===== src/rtl/sha256_w_stream_gen.sv =====
`default_nettype none
`timescale 1ns/1ps
// ============================================================================
// Module      : sha256_w_stream_gen
// Description : Streams the SHA-256 message schedule W0..W(ROUNDS-1) for one
//               512-bit block using a 16-word sliding window.
// Revision    : 1.0 - initial release
// ============================================================================
module sha256_w_stream_gen #(
    parameter int ROUNDS = 64
) (
    input  logic         clk,
    input  logic         rst,
    input  logic         in_valid,
    output logic         in_ready,
    input  logic [511:0] block_in,
    output logic         w_valid,
    input  logic         w_ready,
    output logic [31:0]  w_out,
    output logic [5:0]   w_index,
    output logic         w_last,
    output logic         busy
);

    localparam logic [0:0] c_st_idle  = 1'b0;
    localparam logic [0:0] c_st_emit  = 1'b1;
    localparam logic [5:0] c_last_idx = 6'(ROUNDS - 1);

    logic [0:0]  r_state;
    logic [0:0]  w_state_nxt;
    logic [31:0] r_win [16];
    logic [5:0]  r_t;
    logic        w_accept;
    logic        w_advance;
    logic        w_at_last;
    logic [31:0] w_new;

    function automatic logic [31:0] sigma0(input logic [31:0] x);
        return {x[6:0], x[31:7]} ^ {x[17:0], x[31:18]} ^ {3'b000, x[31:3]};
    endfunction

    function automatic logic [31:0] sigma1(input logic [31:0] x);
        return {x[16:0], x[31:17]} ^ {x[18:0], x[31:19]} ^ {10'b0, x[31:10]};
    endfunction

    assign w_at_last = (r_t == c_last_idx);
    assign w_accept  = in_valid && in_ready;
    assign w_advance = w_valid && w_ready && !w_at_last;
    assign w_new     = sigma1(r_win[14]) + r_win[9] + sigma0(r_win[1]) + r_win[0];

    // State register
    always_ff @(posedge clk) begin
        if (rst) begin
            r_state <= c_st_idle;
        end else begin
            r_state <= w_state_nxt;
        end
    end

    // Next-state logic
    always_comb begin
        w_state_nxt = r_state;
        case (r_state)
            c_st_idle: if (w_accept) w_state_nxt = c_st_emit;
            c_st_emit: if (w_ready && w_at_last) w_state_nxt = c_st_idle;
            default:   w_state_nxt = c_st_idle;
        endcase
    end

    // Outputs; in_ready is masked by rst so no block can slip in on a reset edge
    always_comb begin
        in_ready = 1'b0;
        w_valid  = 1'b0;
        busy     = 1'b0;
        w_last   = 1'b0;
        case (r_state)
            c_st_idle: in_ready = !rst;
            c_st_emit: begin
                w_valid = 1'b1;
                busy    = 1'b1;
                w_last  = w_at_last;
            end
            default: ;
        endcase
        w_out   = r_win[0];
        w_index = r_t;
    end

    // Schedule window: load on accept, shift in the new word on each handshake
    always_ff @(posedge clk) begin
        if (rst) begin
            for (int i = 0; i < 16; i++) r_win[i] <= 32'h0;
            r_t <= 6'd0;
        end else if (w_accept) begin
            for (int i = 0; i < 16; i++) r_win[i] <= block_in[511 - 32*i -: 32];
            r_t <= 6'd0;
        end else if (w_advance) begin
            for (int i = 0; i < 15; i++) r_win[i] <= r_win[i+1];
            r_win[15] <= w_new;
            r_t       <= r_t + 6'd1;
        end
    end

endmodule
`default_nettype wire


===== config.mk =====
export PLATFORM = sky130hd
export DESIGN_NAME = sha256_w_stream_gen
export DESIGN_NICKNAME = d
export VERILOG_FILES = /design/src/rtl/sha256_w_stream_gen.sv
export SDC_FILE = /design/constraint.sdc
export NUM_CORES = 1
export LEC_CHECK = 0
export BUFFER_PORTS_ARGS = -buffer_cell sky130_fd_sc_hd__buf_2
export CORE_MARGIN = 2
export CORE_UTILIZATION = 55
export DETAILED_ROUTE_END_ITERATION = 7
export GPL_TIMING_DRIVEN = 0
export PLACE_DENSITY = 0.9
export SLEW_MARGIN = 25
export SYNTH_ARGS = -nofsm -noshare
export SYNTH_HDL_FRONTEND = slang
export SYNTH_SLANG_ARGS = --single-unit

===== constraint.sdc =====
create_clock -name clk -period 22.5 [get_ports clk]
set_clock_uncertainty 0.15 [all_clocks]
set_input_delay 4.5 -clock clk [delete_from_list [all_inputs] [get_ports clk]]
set_output_delay 4.5 -clock clk [all_outputs]
set_load 0.01 [all_outputs]

======== Word-level counts from Yosys, hierarchy flattened ========
Memories as Yosys holds them, arrays and structs flattened.
Index checks and enable logic that the tools add are counted.
word-level totals
  flip-flop bits (word level) ............. 7
  RAM bits ................................ 512
  bits of input ports ..................... 516
  output and inout port bits .............. 42
  word-level logic and storage cells ...... 98
  memories kept ........................... 1
cells by class
  add/subtract/negate cells ............... 4
  eq/ne operators ......................... 1
  mux-type cells .......................... 46
  bitwise operators ....................... 37
  reductions and logical operators ........ 7
memory list
  name   words  width  read ports  clocked after memory_dff  write ports  line  source
  r_win  16     32     16          0                         16           31    logic [31:0] r_win [16];
operators with widths
  cell                   count
  $mux W32               32
  $add A32 B32 Y32       3
  $xor A32 B32 Y32       2
  $or A1 B1 Y1           32
  $xor A32 B22 Y32       1
  $xor A32 B29 Y32       1
  $mux W1                13
  $add A6 B1 Y6 const B  1
  $eq A6 B6 Y1 const B   1
  $logic_and A1 B1 Y1    4
  $logic_not A1 Y1       2
  $pmux W1 S2            1
  $reduce_or A2 Y1       1
  $not A1 Y1             1

======== Longest topological paths before layout ========
  depth in word-level cells ............... 8
  depth in mapped cells ................... 16
  depth with buffers taken out ............ 16

======== Worst setup path after synthesis ========
OpenSTA, ideal clock, no wires.
  path kind ............................... input -> register
  start ................................... in rst
  end ..................................... mem r_win[1][0] (enable)
  library setup time ...................... 0.625 ns
  arrival time ............................ 10.773 ns
  data required time ...................... 21.725 ns
  slack ................................... 10.952 ns
  stages on the path ...................... 6
  path buffers ............................ 2
  cell sequence ........................... nor2_1 > and2_1 > clkbuf_1 > or2_2 > clkbuf_1 > nand2b_1
RTL lines
  item                line  source
  start: declaration  13    input logic rst,
  end: declaration    31

======== Worst setup path after layout ========
  start ................................... in rst
  end ..................................... out in_ready
between the ends
  cells in the longest elaborated chain, start to end .. 2
RTL lines
  item              line  source
  $logic_not A1 Y1  77    c_st_idle: in_ready = !rst;
  $mux W1           76    case (r_state)
  end: declaration  15    output logic in_ready,
Every way passes these cells.

==> results.json <==
{
  "outcome": "completed",
  "drc_errors": 0,
  "finalSetupViolCount": 0,
  "cts_htree_levels": 2,
  "final-hold-violation-count": 0,
  "cap_violations": 0,
  "critical_path.endpoint_type": "output pin",
  "maxClockFrequency_mhz": 105,
  "netlist_top_cells_area": "sky130_fd_sc_hd__edfxtp_1 59%, sky130_fd_sc_hd__a22o_1 11%, sky130_fd_sc_hd__nand2_1 5.4%",
  "grt_setup_unrepaired": "false",
  "synth-seq-cells": 519,
  "post-cts-setup-buffers": 0,
  "drive_above_1_share_pct": 24.5,
  "power-per-cell-area_nw_per_um2": 106,
  "crit_path_cell_trace": "buf_2 -> nor2_1 -> buf_2",
  "required_ns": 17.85,
  "vdd_ir_drop_max_mv": 0.0724,
  "finalMaxSlewViolations": 0,
  "postRouteWirelength_mm": 94.9,
  "postSynthNetCount": 2753,
  "drtPass1Iterations": 6,
  "startpoint_type_of_the_worst_setup_path": "input port",
  "io_buffer_count": 557,
  "post_layout_min_period_ns": 9.54,
  "drt_iter0_drcs": 2494,
  "vias_in_the_first_global_route": 20346,
  "flow.area_growth_from_synthesis_pct": 21.4,
  "finalPower_mw": 3.36,
  "cts_sink_cnt": 519,
  "clkLatencyLatePin_ns": 0.63,
  "finalWeightedCongestion": 1.03,
  "synth.yosys.warnings": 0,
  "max-slew-margin-rel_pct": 34.9,
  "ys_async_sr_fraction_pct": 0,
  "yosysTopAreaCellShare_pct": 59.1,
  "chipWidth_um": 221,
  "synth.yosys.seq_area_share_pct": 59.7,
  "worstSetupPathType": "input port to output pin",
  "post_syn_area_um2": 26000,
  "avgSynthCellArea_um2": 12.1,
  "dieArea_um2": 49000,
  "cts_tree": "yes",
  "postRouteAntennaNets": 0,
  "nFillCells": 3388,
  "grt_start_max_net_pins": 59,
  "numCtsBuffers": 52,
  "gr-total-overflow": 0,
  "dominantRegCellSynth": "sky130_fd_sc_hd__edfxtp_1",
  "clockRootBuffer": "sky130_fd_sc_hd__clkbuf_16",
  "max_slew.worst_pin.slew_ns": 0.977,
  "timing.setup.tns_ns": 0,
  "hold_path.class": "register to register",
  "total_leakage_power_nw": 13.3,
  "post-route-util_pct": 67.8,
  "fp-row-count": 79,
  "cts-resized-gates": 0,
  "synth-edff-count": 512,
  "clkSlewWorstSetupHoldPaths_ns": 0.06,
  "num_io_pins": 558,
  "synth_cell_types": 58,
  "syn_inst": 2143,
  "route.vias.total": 20971,
  "avgViaCountPerCell": 6.13,
  "grt_first_pass_wirelength_mm": 133,
  "cts_hold_repair.buffers": 0,
  "cpMaxStageDelayCell": "sky130_fd_sc_hd__buf_2",
  "area_of_the_core_region_um2": 46600,
  "cell_repeated_most_along_the_worst_path": "sky130_fd_sc_hd__buf_2",
  "maximum_cell_stage_delay_along_the_critical_path_ns": 0.15,
  "synth_area_leader_cell": "sky130_fd_sc_hd__edfxtp_1",
  "grtUsageTotal_pct": 37.7,
  "crit_path_max_fanout": 3,
  "wire_per_inst_um": 27.7,
  "worst_ep_arrival_time_ns": 4.89,
  "dp.final_hpwl_mm": 75.2,
  "die_height_um": 221,
  "cts.path.max_buffers": 3,
  "layout.nets": 3374,
  "finalCritPeriodShare_pct": 42.4,
  "number_of_antenna_violations_at_the_first_check_in_global_routing": 26,
  "start_util_pct": 55.8
}
## metrics by stage
| step | area (um^2) | std cells | hold slack (ns) | setup WS, ns |
|---|---|---|---|---|
| 2_1_floorplan | 26000 | 2143 | 0.358 | 10.95 |
| 3_3_place_gp | 29500 | 3307 | 0.325 | 8.47 |
| 3_5_place_dp | 29800 | 3317 | 0.343 | 12.96 |
| 4_1_cts | 31500 | 3411 | 0.352 | 12.96 |
| 5_1_grt | 31500 | 3421 | 0.390 | 12.90 |
| 6_report | 31600 | 3423 | 0.355 | 12.96 |
## Yosys cell counts, drive strengths merged, types with 2 or more instances
| library cell | count |
|---|---|
| a21oi | 207 |
| a21boi | 5 |
| or3 | 6 |
| o21bai | 2 |
| o21a | 8 |
| ha | 32 |
| a21o | 10 |
| nor3 | 7 |
| xor2 | 31 |
| o211ai | 3 |
| o21ai | 38 |
| o2111ai | 3 |
| mux2i | 2 |
| o31ai | 2 |
| nand2b | 6 |
| buf | 34 |
| nor2b | 3 |
| a211oi | 10 |
| nand4 | 6 |
| xnor2 | 112 |
| inv | 146 |
| nand2 | 376 |
| nor2 | 34 |
| clkbuf | 107 |
| a31oi | 4 |
| edfxtp | 512 |
| and2 | 7 |
| or4 | 2 |
| fa | 62 |
| dfxtp | 7 |
| nand3 | 18 |
| a22o | 321 |
| and3 | 5 |
| o221a | 2 |
| o31a | 2 |
## registers in the layout (all words and copies together), names as in the netlist
name     cells
r_state      1
r_win      512
w_index      6
## power by group
group | total [mW] | internal (mW) | switching, mW
Combinational | 1.23 | 0.446 | 0.784
Clock | 0.882 | 0.495 | 0.386
Sequential | 1.25 | 1.18 | 0.0701
Total | 3.36 | 2.12 | 1.24
## critical path: cells and delay by family
kind | cells | cell delay [ns]
simple gates | 1 | 0.12
buf+inv | 2 | 0.27
## logic make-up after synthesis
family | count (synthesis) | synth area share, %
adder cells (fa/ha/maj) | 94 | 6.31
flip-flops | 519 | 59.7
multiplexers | 2 | 0.0770
XOR/XNOR | 143 | 4.82
AO/OA/AOI/OAI | 625 | 17.4
buffers and inverters | 287 | 4.28
AND/OR/NAND/NOR | 473 | 7.42
## cells in the final DEF (no fill, tap or decap), types with 3 or more instances in the layout
master	count
sky130_fd_sc_hd__a31oi_1	4
sky130_fd_sc_hd__nor3_1	6
sky130_fd_sc_hd__nand2_1	375
sky130_fd_sc_hd__buf_1	8
sky130_fd_sc_hd__nand2b_1	3
sky130_fd_sc_hd__inv_1	146
sky130_fd_sc_hd__nor2_1	33
sky130_fd_sc_hd__o21a_1	8
sky130_fd_sc_hd__nand2b_4	3
sky130_fd_sc_hd__clkinv_2	10
sky130_fd_sc_hd__dfxtp_1	7
sky130_fd_sc_hd__a211oi_1	8
sky130_fd_sc_hd__buf_12	3
sky130_fd_sc_hd__a22o_1	321
sky130_fd_sc_hd__xor2_1	31
sky130_fd_sc_hd__clkinv_1	11
sky130_fd_sc_hd__nand4_1	6
sky130_fd_sc_hd__diode_2	12
sky130_fd_sc_hd__and3_1	5
sky130_fd_sc_hd__o2111ai_1	3
sky130_fd_sc_hd__clkbuf_16	52
sky130_fd_sc_hd__buf_16	7
sky130_fd_sc_hd__a21oi_1	207
sky130_fd_sc_hd__ha_1	32
sky130_fd_sc_hd__a21boi_0	3
sky130_fd_sc_hd__or3_1	5
sky130_fd_sc_hd__clkbuf_1	115
sky130_fd_sc_hd__o21ai_0	37
sky130_fd_sc_hd__fa_1	62
sky130_fd_sc_hd__bufinv_16	6
sky130_fd_sc_hd__edfxtp_1	512
sky130_fd_sc_hd__nand3_1	17
sky130_fd_sc_hd__a21o_1	10
sky130_fd_sc_hd__and2_1	6
sky130_fd_sc_hd__nor2b_1	3
sky130_fd_sc_hd__xnor2_1	112
sky130_fd_sc_hd__buf_2	582
## cell type report
class / instances / area, um^2 / area share [%]
diodes: 12 / 30.0 / 0.0952
plain buffers: 141 / 566 / 1.79
clock buffers: 61 / 1340 / 4.23
clock inverters: 33 / 364 / 1.15
inverters: 146 / 548 / 1.74
multi-input cells: 1337 / 9400 / 29.8
flip-flops and latches: 519 / 15500 / 49.2
well taps: 607 / 759 / 2.41
repair buffers: 567 / 3040 / 9.64
## final timing paths
check | endpoint | slack [ns] | start | cells after the start
max | in_ready | 12.96 | rst | 3
min | w_index[1] | 0.35 | w_index[1] | 2
max reg2reg | r_win[15][17] | 17.10 | r_win[1][19] | 16
min reg2reg | w_index[1] | 0.35 | w_index[1] | 2
## routing by layer
metal	global-route usage, %	wire [um]	vias up	share of wire, %
li1	-	-	9076	-
met1	47.4	34300	10102	36
met2	61.8	44900	1510	47
met3	9.31	10200	257	11
met4	17.9	5270	26	5.6
met5	0	180	-	0.19
(Power assumes the default switching activity.)
